**src/rtl/cnn_pkg.sv**
```systemverilog
// Shared CNN datapath constants and the generic saturating clamp helper.
package cnn_pkg;

   localparam int SAT_CNT_W = 16;
   localparam int SHIFT_W   = 5;

   // Clamp a wide signed value into the signed range of an out_w-bit word.
   function automatic logic signed [63:0] sat_clamp(input logic signed [63:0] value, input int out_w);
      logic signed [63:0] hi;
      logic signed [63:0] lo;
      hi = (64'sd1 <<< (out_w - 1)) - 64'sd1;
      lo = -(64'sd1 <<< (out_w - 1));
      if (value > hi)
         sat_clamp = hi;
      else if (value < lo)
         sat_clamp = lo;
      else
         sat_clamp = value;
   endfunction

endpackage

```
**src/rtl/conv_accum_tree_level.sv**
```systemverilog
// One registered level of the reduction tree: adds adjacent lane pairs, passes an
// odd leftover through, and folds an extra operand into output lane 0.
module tree_level #(
   parameter int N = 2,
   parameter int W = 8,
   localparam int NO = (N + 1) / 2
) (
   input  logic            clk,
   input  logic            rst,
   input  logic            en,
   input  logic            in_valid,
   input  logic [N*W-1:0]  in_data,
   input  logic [W-1:0]    in_add,
   output logic            out_valid,
   output logic [NO*W-1:0] out_data
);

   logic [NO*W-1:0] sum_next;

   generate
      for (genvar gi = 0; gi < NO; gi++) begin : g_pair
         logic [W-1:0] extra;
         assign extra = (gi == 0) ? in_add : '0;
         if (2 * gi + 1 < N) begin : g_add
            assign sum_next[gi*W +: W] = in_data[2*gi*W +: W] + in_data[(2*gi+1)*W +: W] + extra;
         end else begin : g_pass
            assign sum_next[gi*W +: W] = in_data[2*gi*W +: W] + extra;
         end
      end
   endgenerate

   always_ff @(posedge clk or negedge rst) begin
      if (!rst) begin
         out_valid <= 1'b0;
         out_data  <= '0;
      end else if (en) begin
         out_valid <= in_valid;
         out_data  <= sum_next;
      end
   end

endmodule

```
**src/rtl/conv_accum_tree.sv**
```systemverilog
// Pipelined signed sum of N_IN products plus bias, requantised by rounding shift,
// optional ReLU and saturation, with a global stall driven by the output handshake.
module conv_accum_tree import cnn_pkg::*; #(
   parameter int N_IN  = 9,
   parameter int IN_W  = 8,
   parameter int OUT_W = 8,
   localparam int LVL   = $clog2(N_IN),
   localparam int ACC_W = IN_W + LVL + 1
) (
   input  logic                 clk,
   input  logic                 rst,
   input  logic                 in_valid,
   output logic                 in_ready,
   input  logic [N_IN*IN_W-1:0] in_data,
   input  logic [ACC_W-1:0]     in_bias,
   input  logic [SHIFT_W-1:0]   cfg_shift,
   input  logic                 cfg_relu,
   output logic                 out_valid,
   input  logic                 out_ready,
   output logic [OUT_W-1:0]     out_data,
   output logic                 out_sat,
   output logic [SAT_CNT_W-1:0] sat_count,
   input  logic                 sat_clr
);

   logic                  adv;
   logic                  s0_valid;
   logic [N_IN*IN_W-1:0]  s0_data;
   logic [N_IN*ACC_W-1:0] s0_ext;
   logic [ACC_W-1:0]      bias_pipe [LVL];

   assign adv      = !out_valid || out_ready;
   assign in_ready = adv;

   // Input register plus the bias delay line that lines the bias up with the last level.
   always_ff @(posedge clk or negedge rst) begin
      if (!rst) begin
         s0_valid <= 1'b0;
         s0_data  <= '0;
         for (int k = 0; k < LVL; k++) bias_pipe[k] <= '0;
      end else if (adv) begin
         s0_valid     <= in_valid;
         s0_data      <= in_data;
         bias_pipe[0] <= in_bias;
         for (int k = 1; k < LVL; k++) bias_pipe[k] <= bias_pipe[k-1];
      end
   end

   generate
      for (genvar gi = 0; gi < N_IN; gi++) begin : g_ext
         assign s0_ext[gi*ACC_W +: ACC_W] =
            {{(ACC_W-IN_W){s0_data[gi*IN_W+IN_W-1]}}, s0_data[gi*IN_W +: IN_W]};
      end

      for (genvar gi = 0; gi < LVL; gi++) begin : g_lvl
         localparam int NI = (N_IN + (1 << gi) - 1) >> gi;
         localparam int NO = (NI + 1) / 2;
         logic                vi;
         logic [NI*ACC_W-1:0] di;
         logic [ACC_W-1:0]    ai;
         logic                v;
         logic [NO*ACC_W-1:0] q;

         if (gi == 0) begin : g_first
            assign vi = s0_valid;
            assign di = s0_ext;
         end else begin : g_next
            assign vi = g_lvl[gi-1].v;
            assign di = g_lvl[gi-1].q;
         end

         if (gi == LVL - 1) begin : g_bias
            assign ai = bias_pipe[gi];
         end else begin : g_nobias
            assign ai = '0;
         end

         tree_level #(.N(NI), .W(ACC_W)) u_level (
            .clk      (clk),
            .rst      (rst),
            .en       (adv),
            .in_valid (vi),
            .in_data  (di),
            .in_add   (ai),
            .out_valid(v),
            .out_data (q)
         );
      end
   endgenerate

   logic signed [ACC_W-1:0] tree_sum;
   logic signed [ACC_W:0]   round_bit;
   logic signed [ACC_W:0]   rounded;
   logic signed [ACC_W:0]   shifted;
   logic signed [63:0]      r;
   logic signed [63:0]      clamped;
   logic [OUT_W-1:0]        req_data;
   logic                    req_sat;

   assign tree_sum = g_lvl[LVL-1].q;

   // One extra bit keeps the rounding increment from wrapping the largest sums.
   always_comb begin
      round_bit = '0;
      if (cfg_shift != '0)
         round_bit = (ACC_W+1)'(1) << (cfg_shift - SHIFT_W'(1));
      rounded  = {tree_sum[ACC_W-1], tree_sum} + round_bit;
      shifted  = rounded >>> cfg_shift;
      r        = {{(64-ACC_W-1){shifted[ACC_W]}}, shifted};
      if (cfg_relu && r < 0)
         r = '0;
      clamped  = sat_clamp(r, OUT_W);
      req_data = clamped[OUT_W-1:0];
      req_sat  = (clamped != r);
   end

   always_ff @(posedge clk or negedge rst) begin
      if (!rst) begin
         out_valid <= 1'b0;
         out_data  <= '0;
         out_sat   <= 1'b0;
      end else if (adv) begin
         out_valid <= g_lvl[LVL-1].v;
         out_data  <= req_data;
         out_sat   <= req_sat;
      end
   end

   always_ff @(posedge clk or negedge rst) begin
      if (!rst)
         sat_count <= '0;
      else if (sat_clr)
         sat_count <= '0;
      else if (out_valid && out_ready && out_sat && sat_count != '1)
         sat_count <= sat_count + SAT_CNT_W'(1);
   end

   shift_range_a: assert property (@(posedge clk) disable iff (!rst) cfg_shift < SHIFT_W'(ACC_W));

endmodule
```
**config.mk**
```make
export PLATFORM = sky130hd
export DESIGN_NAME = conv_accum_tree
export DESIGN_NICKNAME = d
export VERILOG_FILES = /design/src/rtl/cnn_pkg.sv /design/src/rtl/conv_accum_tree_level.sv /design/src/rtl/conv_accum_tree.sv
export SDC_FILE = /design/constraint.sdc
export NUM_CORES = 1
export LEC_CHECK = 0
export BUFFER_PORTS_ARGS = -buffer_cell sky130_fd_sc_hd__clkbuf_2
export CORE_MARGIN = 1.5
export CORE_UTILIZATION = 40
export CTS_CLUSTER_SIZE = 14
export DETAILED_ROUTE_END_ITERATION = 6
export SLEW_MARGIN = 20
export SYNTH_ARGS = -nofsm -noshare
export SYNTH_HDL_FRONTEND = slang
export SYNTH_SLANG_ARGS = --single-unit
```
**constraint.sdc**
```tcl
create_clock -name clk -period 9.77 [get_ports clk]
set_input_delay 1.4655 -clock clk [delete_from_list [all_inputs] [get_ports clk]]
set_output_delay 1.4655 -clock clk [all_outputs]
set_load 0.05 [all_outputs]
```
-- Word-level counts from Yosys, hierarchy flattened
Index checks and enable logic that the tools add are counted.
- bits in registers: 283
- input bits: 96
- logic and storage cells: 51
- add/subtract/negate cells: 12
- magnitude comparators: 3
- equal/unequal tests: 2
- shifts and indexed selects: 2
- mux-type cells: 6
- reductions and logical operators: 8
- operator list (kind ; number):
    $mux W64 ; 3
    $add A13 B13 Y13 ; 5
    $gt A64 B8 Y1 const B ; 1
    $lt A64 B8 Y1 const B ; 1
    $ne A64 B64 Y1 ; 1
    $add A8 B8 Y9 ; 4
    $mux W16 ; 2
    $add A16 B1 Y16 const B ; 1
    $ne A16 B16 Y1 const B ; 1
    $add A14 B14 Y14 ; 1
    $lt A14 B1 Y1 const B ; 1
    $mux W14 ; 1
    $shl A1 B5 Y14 const A ; 1
    $sshr A14 B5 Y14 ; 1
    $reduce_bool A5 Y1 ; 1
    $sub A5 B1 Y5 const B ; 1
    $logic_and A1 B1 Y1 ; 4
    $reduce_bool A2 Y1 ; 1
    $logic_not A1 Y1 ; 1
    $logic_or A1 B1 Y1 ; 1

-- Logic depth before layout (Yosys ltp)
Gate-level depths: netlist of run 1.
- depth in word-level cells: 12
- depth in mapped cells: 18

-- By module
A second synthesis of run 1 with hierarchy kept.
- cells, all modules: 1926
- area total of the unflattened synthesis: 18517.8 um^2
- by module, submodules not included (module ; instances ; cells each ; area an instance (um^2)):
    conv_accum_tree ; 1 ; 894 ; 7489.7
    tree_level at g_lvl[0].u_level ; 1 ; 495 ; 5019.8
    tree_level at g_lvl[1].u_level ; 1 ; 262 ; 2859.0
    tree_level at g_lvl[2].u_level ; 1 ; 150 ; 1791.7
    tree_level at g_lvl[3].u_level ; 1 ; 125 ; 1357.6

-- Worst setup path before layout of run 1
OpenSTA, ideal clock, no wires.
- path type: input -> register
- start point: in cfg_shift[2]
- end point: reg out_sat
- setup time: 121 ps
- data arrival time: 5491 ps
- slack: 4158 ps
- stages: 18
- path buffers: 2
- cell sequence: clkbuf_1 -> inv_1 -> clkbuf_1 -> nand2_1 -> nor2_1 -> ha_1 -> fa_1 -> a21o_1 -> a311o_1 -> a21oi_1 -> xnor2_1 -> a211oi_2 -> a2111oi_2 -> a221oi_2 -> mux2_1 -> a32o_1 -> o31a_1 -> o22a_1
- cells in the longest elaborated chain, start to end: 12
- elaborated cells on any way between the ends: 14
- ends and longest elaborated chain (what ; RTL line ; source):
    start: declaration ; conv_accum_tree.sv:16 ; input logic [SHIFT_W-1:0] cfg_shift,
    $sub A5 B1 Y5 ; conv_accum_tree.sv:106 ; round_bit = (ACC_W+1)'(1) << (cfg_shift - SHIFT_W'(1));
    $shl A1 B5 Y14 ; conv_accum_tree.sv:106 ;
    $mux W14 ; conv_accum_tree.sv:105 ; if (cfg_shift != '0)
    $add A14 B14 Y14 ; conv_accum_tree.sv:107 ; rounded = {tree_sum[ACC_W-1], tree_sum} + round_bit;
    $sshr A14 B5 Y14 * ; conv_accum_tree.sv:108 ; shifted = rounded >>> cfg_shift;
    $lt A14 B1 Y1 ; conv_accum_tree.sv:110 ; if (cfg_relu && r < 0)
    $logic_and A1 B1 Y1 ; conv_accum_tree.sv:110 ;
    $mux W64 * ; conv_accum_tree.sv:110 ;
    $lt A64 B8 Y1 ; cnn_pkg.sv:15 ; else if (value < lo)
    $mux W64 ; cnn_pkg.sv:15 ;
    $mux W64 ; cnn_pkg.sv:13 ; if (value > hi)
    $ne A64 B64 Y1 * ; conv_accum_tree.sv:114 ; req_sat = (clamped != r);
    end signal: assignment ; conv_accum_tree.sv:125 ; out_sat <= req_sat;
    end: declaration ; conv_accum_tree.sv:21 ; output logic out_sat,
Mark *: on every way between the ends. The rest lies on a longest branch, timed or not.
A chain may end at the register's enable or synchronous reset.

-- Worst setup path after layout of run 1
Ends and elaborated chain as after synthesis.

==> impl_metrics.csv, run 1 <==
group,metric,value,unit
status,status,"finished with violations",
status,violations,"design-rule violations",
layout,syn2layout_area_growth,13.4,%
logic_synthesis,synth_area_per_cell,8.76,sq um
logic_synthesis,async_reset_ff_frac,1.00,
clock_network,clockRootBuffer,"clkbuf_16",
global_route,grt_overflow_total,0,
worst_setup_path,crit_type,"primary input to register",
floorplan,die_area,37500,sq um
timing,skew,0.00779,ns
clock_network,clk_latency,0.56,ns
timing,finalSetupTns,0,ns
detailed_routing,routed_wl,32.0,mm
clock_network,cts_tree,"yes",
worst_setup_path,worstPathMaxFanout,20,
power,vdd_drop_max,0.000215,V
place,io_buffers,122,
logic_synthesis,synthDistinctLibCells,73,
clock_network,postCtsResizedCells,0,
floorplan,die_h,194,um
floorplan,start_util,0.407,
detailed_routing,route.met3.wl,1.21,mm
layout,final_cells,2227,
detailed_routing,drc,8,
clock_network,cts_buffer_depth,3,
hold_path,hp-class,"register to register",
detailed_routing,vias_per_cell,4.98,
flow_run,drv_cap,0,
timing,setup_viol,0,
worst_setup_path,critPathLaunchType,"primary input",
floorplan,fp-row-count,69,
detailed_routing,drtPass1Iterations,7,
floorplan,core_area,35700,sq um
worst_setup_path,worst_ep_required_time,10.21,ns
logic_synthesis,syn_nets,1863,
logic_synthesis,synth_flop_cell,"dfrtp_1",
floorplan,io_pins,123,
floorplan,die_x,194,um
clock_network,clk_pin_slew,0.06,ns
layout,fillers,3505,
logic_synthesis,synth_top_area_share,0.460,
logic_synthesis,synth-seq-cells,267,
detailed_routing,highest_layer,"met4",
global_route,grt_pass1_wl,55.2,mm
timing,hold_viol_final,0,
logic_synthesis,synth_most_common_cell,"nand2_1",
clock_network,clock-sinks,267,
detailed_routing,routedWlPerCell,14.4,um
global_route,antenna_found_initial,0,
clock_network,post-cts-setup-buffers,0,
place,dp_hpwl,22.1,mm
clock_network,htreeDepth,1,
worst_setup_path,cp-end-kind,"register",
logic_synthesis,synth_edf_count,0,
logic_synthesis,synth.area.top_cells,"dfrtp_1, nand2_1, ha_1, a21oi_1, nor2_1",
global_route,first_global_vias,11200,
place,dp.cells,2174,
power,power.density,355,nW/um^2
global_route,grt_max_degree,194,
global_route,track_usage,0.174,
place,place_congestion,0.849,
logic_synthesis,ys.warnings.count,0,
timing,fin_crit,5.78,ns
logic_synthesis,synth.largest_area_cell,"dfrtp_1",
clock_network,cts_made_buffers,30,
layout,fin_nets,1949,
power,leakagePower,0.00820,uW
worst_setup_path,rrSetupSlack,5.61,ns
layout,drive_above_1_share,0.110,
timing,fmax,0.173,GHz
clock_network,hold_buffers,0,
power,power.total,5850,uW
detailed_routing,dr.first_iter.drc_count,511,
timing,tightest_slew,1.10,ns
timing,slew-limit-headroom,0.269,
detailed_routing,ant_nets,0,
detailed_routing,wl_met2,15.0,mm
logic_synthesis,syn_inst,1659,
logic_synthesis,yosys-top-cells-count,"nand2_1, dfrtp_1, nor2_1, a21oi_1, ha_1",
logic_synthesis,ys_seq_area_frac,0.460,
detailed_routing,wl_met1,15.3,mm
logic_synthesis,syn_area,14500,sq um
timing,period_share,0.591,
layout,num_antenna_cells,0,
worst_setup_path,critPathArrivalTime,6.22,ns
timing,rsz0062_at_grt,"no",
timing,report.final.slew_viol_count,0,
detailed_routing,vias,11100,
==> worst paths after layout <==
check / depth (start not counted) / end / start
worst max-delay path: 17 / out_sat$_DFFE_PN0P_ / cfg_shift[2]
worst min-delay path: 2 / s0_data[66]$_DFFE_PN0P_ / s0_data[66]$_DFFE_PN0P_
worst max register to register: 13 / out_sat$_DFFE_PN0P_ / g_lvl[3].u_level.out_data[0]$_DFFE_PN0P_
worst min register to register: 2 / s0_data[66]$_DFFE_PN0P_ / s0_data[66]$_DFFE_PN0P_
max in group asynchronous: 2 / sat_count[15]$_DFFE_PN0P_ / rst
min in group asynchronous: 1 / s0_data[66]$_DFFE_PN0P_ / rst
==> where the power goes <==
part,total [uW],switching [uW],internal (uW)
Clock,1100,443,659
Combinational,2870,1640,1230
Sequential,1880,296,1580
==> registers in the layout, summed over array words and instances (netlist names) <==
name / count
out_sat: 1
sat_count: 16
g_lvl.u_level.out_valid: 4
g_lvl.vi: 1
out_valid: 1
bias_pipe: 39
g_lvl.ai: 13
s0_data: 72
g_lvl.u_level.out_data: 112
out_data: 8
==> routing by layer <==
metal,track usage,vias to the layer above
li1,-,5647
met1,0.239,5239
met2,0.290,165
met3,0.0267,40
met4,0.0408,0
met5,0,-
==> cell families (layout without fill, tap and decap cells) <==
kind of cell,Yosys count,count (layout),share of synthesized area
buffers and inverters,142,249,0.0376
xor gates and xnor gates,81,81,0.0488
and+or+nand+nor,747,747,0.207
muxes,12,12,0.0136
adders and majority gates,108,108,0.104
AOI/OAI and AO/OA,302,302,0.129
DFF,267,267,0.460
==> worst max-delay path, stage by stage <==
cell	delay, ns
clkbuf_2	0.35
inv_1	0.33
nand2_1	0.34
nor2_1	0.09
ha_1	0.22
fa_1	0.42
a21o_1	0.23
a311o_1	0.41
a21oi_1	0.19
xnor2_1	0.31
a211oi_2	0.17
a2111oi_2	0.51
a221oi_2	0.14
mux2_1	0.34
a32o_1	0.23
o31a_1	0.30
o22a_1	0.15
==> area by class of cell <==
cell class	instances	area, sq um	area share
clock buffers	41	853	0.0518
clock inverters	12	116	0.00706
inverters	70	270	0.0164
multi-input cells	1250	7300	0.443
flip-flops and latches	267	6680	0.405
well taps	461	577	0.0350
repair buffers	126	676	0.0410
==> layout by cell type, fill, tap and decap left out, types with 3 or more instances in the layout <==
cell type  netlist  final
mux4_2           6      6
or2_2            3      3
clkbuf_16        0     31
dfrtp_1        267    267
fa_1            21     21
nor2b_1         11     10
o31a_1           4      4
xor2_1          34     34
a211oi_1         6      6
clkbuf_1        64      6
inv_1           70     69
a21boi_0         5      5
a31oi_1          9      9
nor2_1         138    138
and2_1           6      6
o21ai_1          9      9
a21oi_1        126    126
o211ai_1         4      4
clkbuf_8         0      4
a21o_1          14     14
o21ai_0         52     52
nand2_1        529    529
a211o_1          3      3
o21a_1           8      8
nand3_1         13     13
clkbuf_2         0    121
clkinv_2         0      8
and3_1           8      8
o31ai_1         11     11
o21bai_1        18     18
or3_1            3      3
nand4_1          8      8
xnor2_1         47     47
nor3_1           5      5
ha_1            87     87
nand2b_1        12     12
mux2i_1          4      4
==> stage by stage <==
step | hold slack, ns | area, sq um | util | setup WS (ns)
after floorplan | 0.430 | 14500 | - | 4.16
after global placement | 0.448 | 15500 | 0.435 | 3.55
after detailed placement | 0.452 | 15500 | 0.435 | 3.47
after CTS | 0.465 | 16500 | 0.462 | 4.06
after global routing | 0.487 | 16500 | 0.462 | 3.64
final | 0.462 | 16500 | 0.462 | 3.99
No activity file was read; power rests on OpenSTA's default activity.
==> run 2, diff against run 1 <==
Clock period 9.77 ns to 5.1 ns, I/O delays scaled along.
==> impl_metrics.csv, run 2 (synthesis gave the netlist of run 1 again) <==
group,metric,value,unit
timing,setup_viol,0,
timing,fin_crit,4.48,ns
layout,utilization,0.471,
floorplan,start_util,0.407,
timing,fmax,0.223,GHz
timing,rsz0062_at_grt,"no",
layout,largestRegisters,"g_lvl.u_level.out_data (112), s0_data (72), bias_pipe (39)",
worst_setup_path,critPathArrivalTime,4.94,ns
detailed_routing,drtPass1Iterations,7,
global_route,grt_max_degree,118,
power,vdd_drop_max,0.000321,V
power,leakagePower,0.00840,uW
timing,finalSetupTns,0,ns
global_route,grt_overflow_total,0,
clock_network,cts_tree,"yes",
floorplan,die_area,37500,sq um
detailed_routing,vias_per_cell,4.96,
global_route,track_usage,0.178,
layout,final_common_cell,"nand2_1",
worst_setup_path,critPathLaunchType,"primary input",
global_route,antenna_found_initial,0,
floorplan,die_h,194,um
clock_network,clock-sinks,267,
clock_network,hold_buffers,0,
status,status,"finished with violations",
layout,largest_reg_flops,112,
layout,fin_nets,1977,
place,dp_hpwl,23.2,mm
layout,fin_area,16800,sq um
floorplan,fp-row-count,69,
layout,num_antenna_cells,0,
detailed_routing,dr.first_iter.drc_count,459,
detailed_routing,routedWlPerCell,14.3,um
worst_setup_path,r2r_cells,15,
worst_setup_path,worstPathMaxFanout,19,
worst_setup_path,worst_ep_required_time,5.56,ns
clock_network,post-cts-setup-buffers,0,
floorplan,die_x,194,um
power,power.total,11500,uW
layout,most-common-layout-cells,"nand2_1, dfrtp_1, nor2_1",
hold_path,hp-class,"primary input to asynchronous set/reset pin",
place,place_congestion,0.828,
detailed_routing,drc,8,
global_route,first_global_vias,11300,
power,power.density,683,nW/um^2
detailed_routing,vias,11200,
timing,period_share,0.879,
status,violations,"design-rule violations",
place,place_area,15700,sq um
detailed_routing,routed_wl,32.3,mm
timing,tightest_slew,1.05,ns
place,io_buffers,122,
flow_run,drv_cap,0,
clock_network,cts_buffer_depth,3,
clock_network,clk_pin_slew,0.06,ns
layout,top_register,"g_lvl.u_level.out_data",
timing,hold_viol_final,0,
floorplan,io_pins,123,
clock_network,cts_made_buffers,31,
detailed_routing,ant_nets,0,
layout,drive_above_1_share,0.127,
timing,skew,0.0113,ns
floorplan,core_area,35700,sq um
timing,report.final.slew_viol_count,0,
worst_setup_path,crit_type,"primary input to register",
clock_network,htreeDepth,1,
layout,syn2layout_area_growth,15.7,%
worst_setup_path,cp-end-kind,"register",
clock_network,postCtsResizedCells,0,
clock_network,clk_latency,0.57,ns
clock_network,clockRootBuffer,"clkbuf_16",
timing,slew-limit-headroom,0.299,
global_route,grt_pass1_wl,55.7,mm
==> run 2: area by class of cell <==
class / instances / area (sq um)
Timing Repair Buffer: 153 / 866
Clock inverter: 12 / 183
Sequential cell: 267 / 6680
Tap cell: 461 / 577
Clock buffer: 44 / 925
Fill cell: 3464 / 18800
Multi-Input combinational cell: 1250 / 7300
Inverter: 70 / 270
==> run 2: report_power, final <==
group	leakage, uW	internal (uW)	switching (uW)
Sequential	0.00321	3030	568
Clock	0.000552	1460	883
Combinational	0.00464	2390	3140
==> run 2: path summary, 6_finish.rpt <==
check                                                         start  slack (ns)                                     end
setup / recovery                                       cfg_shift[2]        0.62                     out_sat$_DFFE_PN0P_
hold / removal                                                  rst        0.20                 s0_data[67]$_DFFE_PN0P_
setup reg to reg           g_lvl[3].u_level.out_data[0]$_DFFE_PN0P_        0.93                     out_sat$_DFFE_PN0P_
hold reg to reg              g_lvl[3].u_level.out_valid$_DFFE_PN0P_        0.46  g_lvl[3].u_level.out_valid$_DFFE_PN0P_
max in group asynchronous                                       rst        3.80                 s0_data[54]$_DFFE_PN0P_
min in group clk                                         in_bias[4]        0.38               bias_pipe[43]$_DFFE_PN0P_
==> run 2: critical path: stages <==
cell	delay, ns
clkbuf_2	0.09
buf_4	0.20
nand2_1	0.22
nor2_1	0.09
ha_1	0.30
buf_4	0.15
nand2_1	0.07
a21oi_1	0.25
o21ai_2	0.14
a211oi_1	0.40
nor2_1	0.12
xor2_1	0.43
mux2i_1	0.17
a2111oi_0	0.74
buf_4	0.23
nand4_1	0.11
o31a_1	0.31
o22a_1	0.15
==> run 2: stage by stage <==
step                hold slack, ns  setup WS (ns)  cells
finish                       0.204          0.618   2257
floorplan                    0.430          0.189   1659
global placement             0.447          0.154   2201
global route                 0.246          0.399   2257
detailed placement           0.446          0.134   2201
CTS                          0.212          0.736   2257
==> run 2: metal layers <==
metal  global-route usage  up-vias  routed length [um]  share of wire
met3               0.0235       49                 972          0.030
met2                0.298      158               15100           0.47
met1                0.243     5261               15500           0.48
met5                    0        -                   0              0
met4               0.0464        0                 765          0.024
li1                     -     5719                   -              -
